`src/rtl/instr_fetch.sv`:
```
// instr_fetch: instruction fetch sequencer.
// Owns the program counter, reads instruction memory over a req/ack handshake
// and hands each instruction to decode over a valid/ready handshake. The PC is
// redirected on a taken branch and fetching stops on HALT_OP.
// Optional feature macro: IFETCH_STATS_EN adds the RetireCount and StallCount
// outputs.
module instr_fetch #(
  parameter int                 PC_W    = 10,
  parameter int                 INSTR_W = 9,
  parameter logic [INSTR_W-1:0] HALT_OP = 9'h1FF
) (
  input  logic               Clk,
  input  logic               Reset_n,
  input  logic               Start,
  input  logic [PC_W-1:0]    StartAddr,
  output logic               ImReq,
  output logic [PC_W-1:0]    ImAddr,
  input  logic               ImAck,
  input  logic [INSTR_W-1:0] ImData,
  output logic [INSTR_W-1:0] Instr,
  output logic               InstrValid,
  input  logic               InstrReady,
  input  logic               BranchTaken,
  input  logic [PC_W-1:0]    Target,
  output logic [PC_W-1:0]    PC,
  output logic               Done
`ifdef IFETCH_STATS_EN
  ,
  output logic [31:0]        RetireCount,
  output logic [31:0]        StallCount
`endif
);

  typedef enum logic [1:0] {IDLE, FETCH, HOLD, HALTED} state_e;

  state_e               state_q, state_d;
  logic [PC_W-1:0]      pc_q, pc_d;
  logic                 im_req_q, im_req_d;
  logic [INSTR_W-1:0]   instr_q, instr_d;
  logic                 instr_valid_q, instr_valid_d;
  logic                 done_q, done_d;

  logic consume;
  logic is_halt;
  logic start_ok;

  assign consume  = instr_valid_q & InstrReady;
  assign is_halt  = (instr_q == HALT_OP);
  assign start_ok = Start & ((state_q == IDLE) | (state_q == HALTED));

  // State register; reset parks the sequencer in IDLE
  always_ff @(posedge Clk or negedge Reset_n) begin
    if (!Reset_n) state_q <= IDLE;
    else          state_q <= state_d;
  end

  // Next-state: Start only matters when not busy, ack ends FETCH, consume ends HOLD
  always_comb begin
    state_d = state_q;
    case (state_q)
      IDLE:    if (Start) state_d = FETCH;
      FETCH:   if (ImAck) state_d = HOLD;
      HOLD:    if (consume) state_d = is_halt ? HALTED : FETCH;
      HALTED:  if (Start) state_d = FETCH;
      default: state_d = IDLE;
    endcase
  end

  // Next values of PC, request, held instruction and Done for each state
  always_comb begin
    pc_d          = pc_q;
    im_req_d      = im_req_q;
    instr_d       = instr_q;
    instr_valid_d = instr_valid_q;
    done_d        = done_q;
    case (state_q)
      IDLE, HALTED: begin
        if (Start) begin
          pc_d     = StartAddr;
          im_req_d = 1'b1;
          done_d   = 1'b0;
        end
      end
      FETCH: begin
        if (ImAck) begin
          instr_d       = ImData;
          instr_valid_d = 1'b1;
          im_req_d      = 1'b0;
        end
      end
      HOLD: begin
        if (consume) begin
          instr_valid_d = 1'b0;
          if (is_halt) begin
            done_d = 1'b1;
          end else begin
            im_req_d = 1'b1;
            pc_d     = BranchTaken ? Target : (pc_q + PC_W'(1));
          end
        end
      end
      default: begin
        im_req_d      = 1'b0;
        instr_valid_d = 1'b0;
      end
    endcase
  end

  // Registered outputs; reset drops the request immediately
  always_ff @(posedge Clk or negedge Reset_n) begin
    if (!Reset_n) begin
      pc_q          <= '0;
      im_req_q      <= 1'b0;
      instr_q       <= '0;
      instr_valid_q <= 1'b0;
      done_q        <= 1'b0;
    end else begin
      pc_q          <= pc_d;
      im_req_q      <= im_req_d;
      instr_q       <= instr_d;
      instr_valid_q <= instr_valid_d;
      done_q        <= done_d;
    end
  end

  assign ImReq      = im_req_q;
  assign ImAddr     = pc_q;
  assign PC         = pc_q;
  assign Instr      = instr_q;
  assign InstrValid = instr_valid_q;
  assign Done       = done_q;

`ifdef IFETCH_STATS_EN
  logic [31:0] retire_q, retire_d;
  logic [31:0] stall_q, stall_d;

  // Retired instructions (HALT included) and memory wait cycles since last Start
  always_comb begin
    retire_d = retire_q;
    stall_d  = stall_q;
    if (start_ok) begin
      retire_d = '0;
      stall_d  = '0;
    end else begin
      if (consume) retire_d = retire_q + 32'd1;
      if ((state_q == FETCH) && !ImAck) stall_d = stall_q + 32'd1;
    end
  end

  // Statistics counter registers
  always_ff @(posedge Clk or negedge Reset_n) begin
    if (!Reset_n) begin
      retire_q <= '0;
      stall_q  <= '0;
    end else begin
      retire_q <= retire_d;
      stall_q  <= stall_d;
    end
  end

  assign RetireCount = retire_q;
  assign StallCount  = stall_q;
`else
  logic unused_start_ok;
  assign unused_start_ok = start_ok;
`endif

endmodule

```
`config.mk`:
```
export PLATFORM = sky130hd
export DESIGN_NAME = instr_fetch
export DESIGN_NICKNAME = d
export VERILOG_FILES = /design/src/rtl/instr_fetch.sv
export SDC_FILE = /design/constraint.sdc
export NUM_CORES = 1
export LEC_CHECK = 0
export BUFFER_PORTS_ARGS = -buffer_cell sky130_fd_sc_hd__buf_2
export CAP_MARGIN = 20
export CORE_UTILIZATION = 38
export CTS_CLUSTER_SIZE = 10
export DETAILED_ROUTE_END_ITERATION = 7
export GPL_ROUTABILITY_DRIVEN = 0
export PLACE_DENSITY_LB_ADDON = 0.15
export SLEW_MARGIN = 20
export SYNTH_ARGS = -nofsm -noshare
export SYNTH_HDL_FRONTEND = slang
export SYNTH_SLANG_ARGS = --single-unit
```
`constraint.sdc`:
```
create_clock -name Clk -period 4.3 [get_ports Clk]
set_input_delay 0 -clock Clk [delete_from_list [all_inputs] [get_ports Clk]]
set_output_delay 0 -clock Clk [all_outputs]
set_load 0.005 [all_outputs]
```
==> results by group <==
Outcome
  – Status: completed

Drt
  – Detailed-route wire length per cell: 14.2 microns
  – Number of antenna-violating nets in the routed design: 0
  – Vias: 1428
  – Final wirelength: just under 4 mm
  – Initial DRC Count: between 100 and 150
  – Detailed-routing iteration count for the pre-antenna-repair pass: 4
  – Post-route DRC violation count: 0
  – Via/cell ratio: 5.25

Timing
  – Actual transition at the worst max-transition pin: a little over 700 ps
  – Number of pins exceeding their max-slew limit in the final report: 0
  – Unrepaired setup endpoints after global routing: no
  – Max Clock Skew: ~4.2 ps
  – Setup Total Neg Slack: 0 ps
  – Number of setup violations in the final report: 0
  – Time the worst path needs with I/O delays and setup: ~2400 ps
  – Worst slew slack as a fraction of its limit: 0.517
  – Final worst path period share: 0.563
  – Number of hold violations in the final report: 0
  – Hold_ws: between 9 and 10 ps
  – FMAX: just over 400 MHz

Worst setup path
  – Critical path capture point: Done
  – CP startpoint kind: flop
  – Beginning of the worst register-to-register path: state_q[0]
  – Setup slack of the most critical reg-to-reg path: 1880 ps
  – Element type at the critical path end: flop
  – R2r worst-path depth: 6
  – Worst-path cell with the longest stage delay: sky130_fd_sc_hd__or4_1
  – Critical path's largest stage delay: about 680 ps
  – Crit path kind: reg -> reg
  – Critical Path AT: about 2600 ps
  – Required time worst endpoint: approximately 4400 ps
  – Crit Reg-Reg Endpoint: Done
  – Worst Path Max Fanout: 20
  – Worst setup path start: state_q[0]
  – List of cells traversed by the critical path: inv_1 -> ha_1 -> nand2_1 -> or4_1 -> o21ai_0 -> a21oi_1

Floorplan
  – Area inside the core boundary: approximately 0.0037 sq mm
  – Chip width: roughly 64 microns
  – Die span in y: between 60 and 70 microns
  – Die footprint: ~0.0041 sq mm
  – Starting Density: 0.401
  – IO Count: 67
  – Row cnt: 22

Clock network
  – TritonCTS clock tree: done
  – Worst-path clk slew: roughly 90 ps
  – Clock network latency to the later pin of the worst-skew pair: 260 ps
  – Clock root buffer: sky130_fd_sc_hd__clkbuf_8
  – Clk sink count: 24
  – Number of buffers inserted during clock tree synthesis: 3
  – Post CTS Setup Buffer Count: 0
  – Number of H-tree levels: 1
  – Number of buffers on the longest clock path: 2

Synthesis
  – Synth Net Count: slightly below 200
  – Per-instance average area after synthesis: 9.53 sq um
  – Post-synth top area share: 0.406
  – Yosys warns: 0
  – Primary flip-flop cell chosen by synthesis mapping: sky130_fd_sc_hd__dfrtp_1
  – Async set-reset flop share out of synthesis: 1.00
  – Top cells by area, synth: sky130_fd_sc_hd__dfrtp_1 (41%), sky130_fd_sc_hd__mux2_2 (9.1%), sky130_fd_sc_hd__nand2_1 (5.6%)
  – Sequential share of the synthesized area: 0.406
  – Post-synthesis instance total: between 150 and 200
  – Number of enable-type register cells in the synthesized netlist: 0
  – Library cell occupying the most area in the post-synthesis netlist: sky130_fd_sc_hd__dfrtp_1
  – Mapped cell area: 0.00148 sq mm
  – Count of unique library cells instantiated by Yosys: 34
  – Flip-flop and latch count after synthesis: 24

Worst hold path
  – Class of the tightest hold or removal check: in -> reg
  – Count of cells along the worst hold path: 3

Global route
  – Gr usage total: 0.204
  – Congestion Overflow GR: 0
  – Number of antenna violations at the first check in global routing: 0
  – Maximum number of pins on one net before global-route repair: 25
  – First-pass GRT wire length: roughly 6.5 mm
  – Number of global-route vias before repair: 1404

Final layout
  – Ratio of cells with drive above 1 in the final layout: 0.393
  – Layout net count: ~260
  – Fillcell total: 349
  – Cell area after layout: 0.00198 sq mm
  – Synth-to-layout area growth: 34.2%
  – Inserted Diodes: 0

Power
  – Worst voltage drop across the vdd grid: approximately 0.00032 V
  – Leakage component of the power: approximately 0.91 nW
  – Cell Pwr Density: 683 mW/mm^2

Placed design
  – Input/output buffers: 66
  – Half-perimeter wire length after detailed placement: 2.75 mm
  – Area after DPL: roughly 0.0018 sq mm

Flow run
  – Max-capacitance violation count: 0
## final cells by class
| type | count | area (sq um) | share of cell area |
|---|---|---|---|
| multi-input cells | 111 | 762 | 0.384 |
| flip-flops and latches | 24 | 601 | 0.303 |
| clock buffers | 3 | 41.3 | 0.0208 |
| clock inverters | 1 | 30.0 | 0.0151 |
| well taps | 48 | 60.1 | 0.0303 |
| inverters | 5 | 18.8 | 0.00946 |
| repair buffers | 80 | 470 | 0.237 |
## through the flow
| stage | utilization | power, mW | setup WS, ps | cells |
|---|---|---|---|---|
| final | 0.538 | 1.35 | 1880 | 272 |
| after global routing | 0.538 | 1.47 | 1680 | 272 |
| after CTS | 0.538 | 1.36 | 1910 | 272 |
| after detailed placement | 0.480 | 1.15 | 1910 | 254 |
| after global placement | 0.480 | 1.13 | 2000 | 254 |
| after floorplan | - | 0.943 | 2480 | 155 |
## cells in the final DEF (no fill, tap or decap)
master                          netlist  layout
sky130_fd_sc_hd__dlygate4sd3_1        0      14
sky130_fd_sc_hd__bufinv_16            0       1
sky130_fd_sc_hd__o311ai_0             4       4
sky130_fd_sc_hd__nand2_1             22      22
sky130_fd_sc_hd__o211ai_1             2       2
sky130_fd_sc_hd__or4_1                1       1
sky130_fd_sc_hd__a211oi_2             2       2
sky130_fd_sc_hd__a22o_1               1       1
sky130_fd_sc_hd__xnor2_1              3       3
sky130_fd_sc_hd__nand2b_1             6       6
sky130_fd_sc_hd__inv_1                4       4
sky130_fd_sc_hd__nor4_4               1       1
sky130_fd_sc_hd__nor3_1               5       5
sky130_fd_sc_hd__nor2_4               1       1
sky130_fd_sc_hd__mux2i_1              2       2
sky130_fd_sc_hd__clkinv_1             1       1
sky130_fd_sc_hd__nand3_2              1       1
sky130_fd_sc_hd__nand4_2              1       1
sky130_fd_sc_hd__dfrtp_1             24      24
sky130_fd_sc_hd__ha_1                 3       3
sky130_fd_sc_hd__clkbuf_8             0       3
sky130_fd_sc_hd__a211o_1              2       2
sky130_fd_sc_hd__or3_1                1       1
sky130_fd_sc_hd__o22ai_1              1       1
sky130_fd_sc_hd__o22a_1               1       1
sky130_fd_sc_hd__nor2b_1              1       1
sky130_fd_sc_hd__o21a_1               4       4
sky130_fd_sc_hd__nand3_1              3       3
sky130_fd_sc_hd__o21ai_0              6       6
sky130_fd_sc_hd__a21oi_1             14      14
sky130_fd_sc_hd__buf_2                2      66
sky130_fd_sc_hd__a31oi_1              7       7
sky130_fd_sc_hd__nor2_1               3       3
sky130_fd_sc_hd__mux2_2              12      12
sky130_fd_sc_hd__nand4_1              1       1
## critical path: cells and delay by family, from the launching register on
kind | cells | cell delay (ps)
compound gates | 2 | 310
fa+ha+maj | 1 | 620
buf+inv | 1 | 70
flops | 1 | 400
simple gates | 2 | 890
## registers in the layout, indices dropped and copies added, names as in the netlist
signal / flops
ImAddr: 10
Instr: 9
state_q: 2
Done: 1
ImReq: 1
InstrValid: 1
## per-layer routing
metal,global-route usage,share of wire,wire (microns),up-vias
li1,-,-,-,691
met1,0.271,0.45,1750,699
met2,0.334,0.50,1910,34
met3,0.0304,0.037,144,4
met4,0.0722,0.012,47,0
met5,0,0,0,-
## synthesized netlist by cell type (3+ instances only)
master and count:
sky130_fd_sc_hd__a21oi_1 14, sky130_fd_sc_hd__a31oi_1 7, sky130_fd_sc_hd__buf_4 10, sky130_fd_sc_hd__clkbuf_1 3
sky130_fd_sc_hd__dfrtp_1 24, sky130_fd_sc_hd__ha_1 3, sky130_fd_sc_hd__inv_1 4, sky130_fd_sc_hd__mux2_2 12
sky130_fd_sc_hd__nand2_1 22, sky130_fd_sc_hd__nand2b_1 6, sky130_fd_sc_hd__nand3_1 3, sky130_fd_sc_hd__nor2_1 3
sky130_fd_sc_hd__nor3_1 5, sky130_fd_sc_hd__o21a_1 4, sky130_fd_sc_hd__o21ai_0 6, sky130_fd_sc_hd__o311ai_0 4
sky130_fd_sc_hd__xnor2_1 3
## how the worst min path moves through the flow
stage	end	slack (ps)	start
after floorplan	Done	-300	Reset_n
after global placement	ImAddr[7]	10	Reset_n
after detailed placement	ImAddr[7]	20	Reset_n
after CTS	ImAddr[4]	0.5	StartAddr[4]
after global routing	ImAddr[6]	10	StartAddr[6]
final	ImAddr[4]	10	StartAddr[4]
## report_power, final
| part | internal, mW | switching, mW |
|---|---|---|
| logic | 0.334 | 0.353 |
| clock network | 0.124 | 0.0720 |
| registers | 0.340 | 0.131 |
| total | 0.798 | 0.556 |
## timing repair
action | CTS | global route
setup endpoints to repair | 0 | 0
endpoints found under the hold margin | 37 | 0
hold buffers | 14 | 0
gates resized for setup | 0 | 0
## cells by family after synthesis
family	synth area share
flip-flops	0.406
adder cells (fa/ha/maj)	0.0254
multiplexers	0.105
AO/OA/AOI/OAI	0.196
AND/OR/NAND/NOR	0.171
XOR/XNOR	0.0178
buffers and inverters	0.0779
No activity file was read; power rests on OpenSTA's default activity.
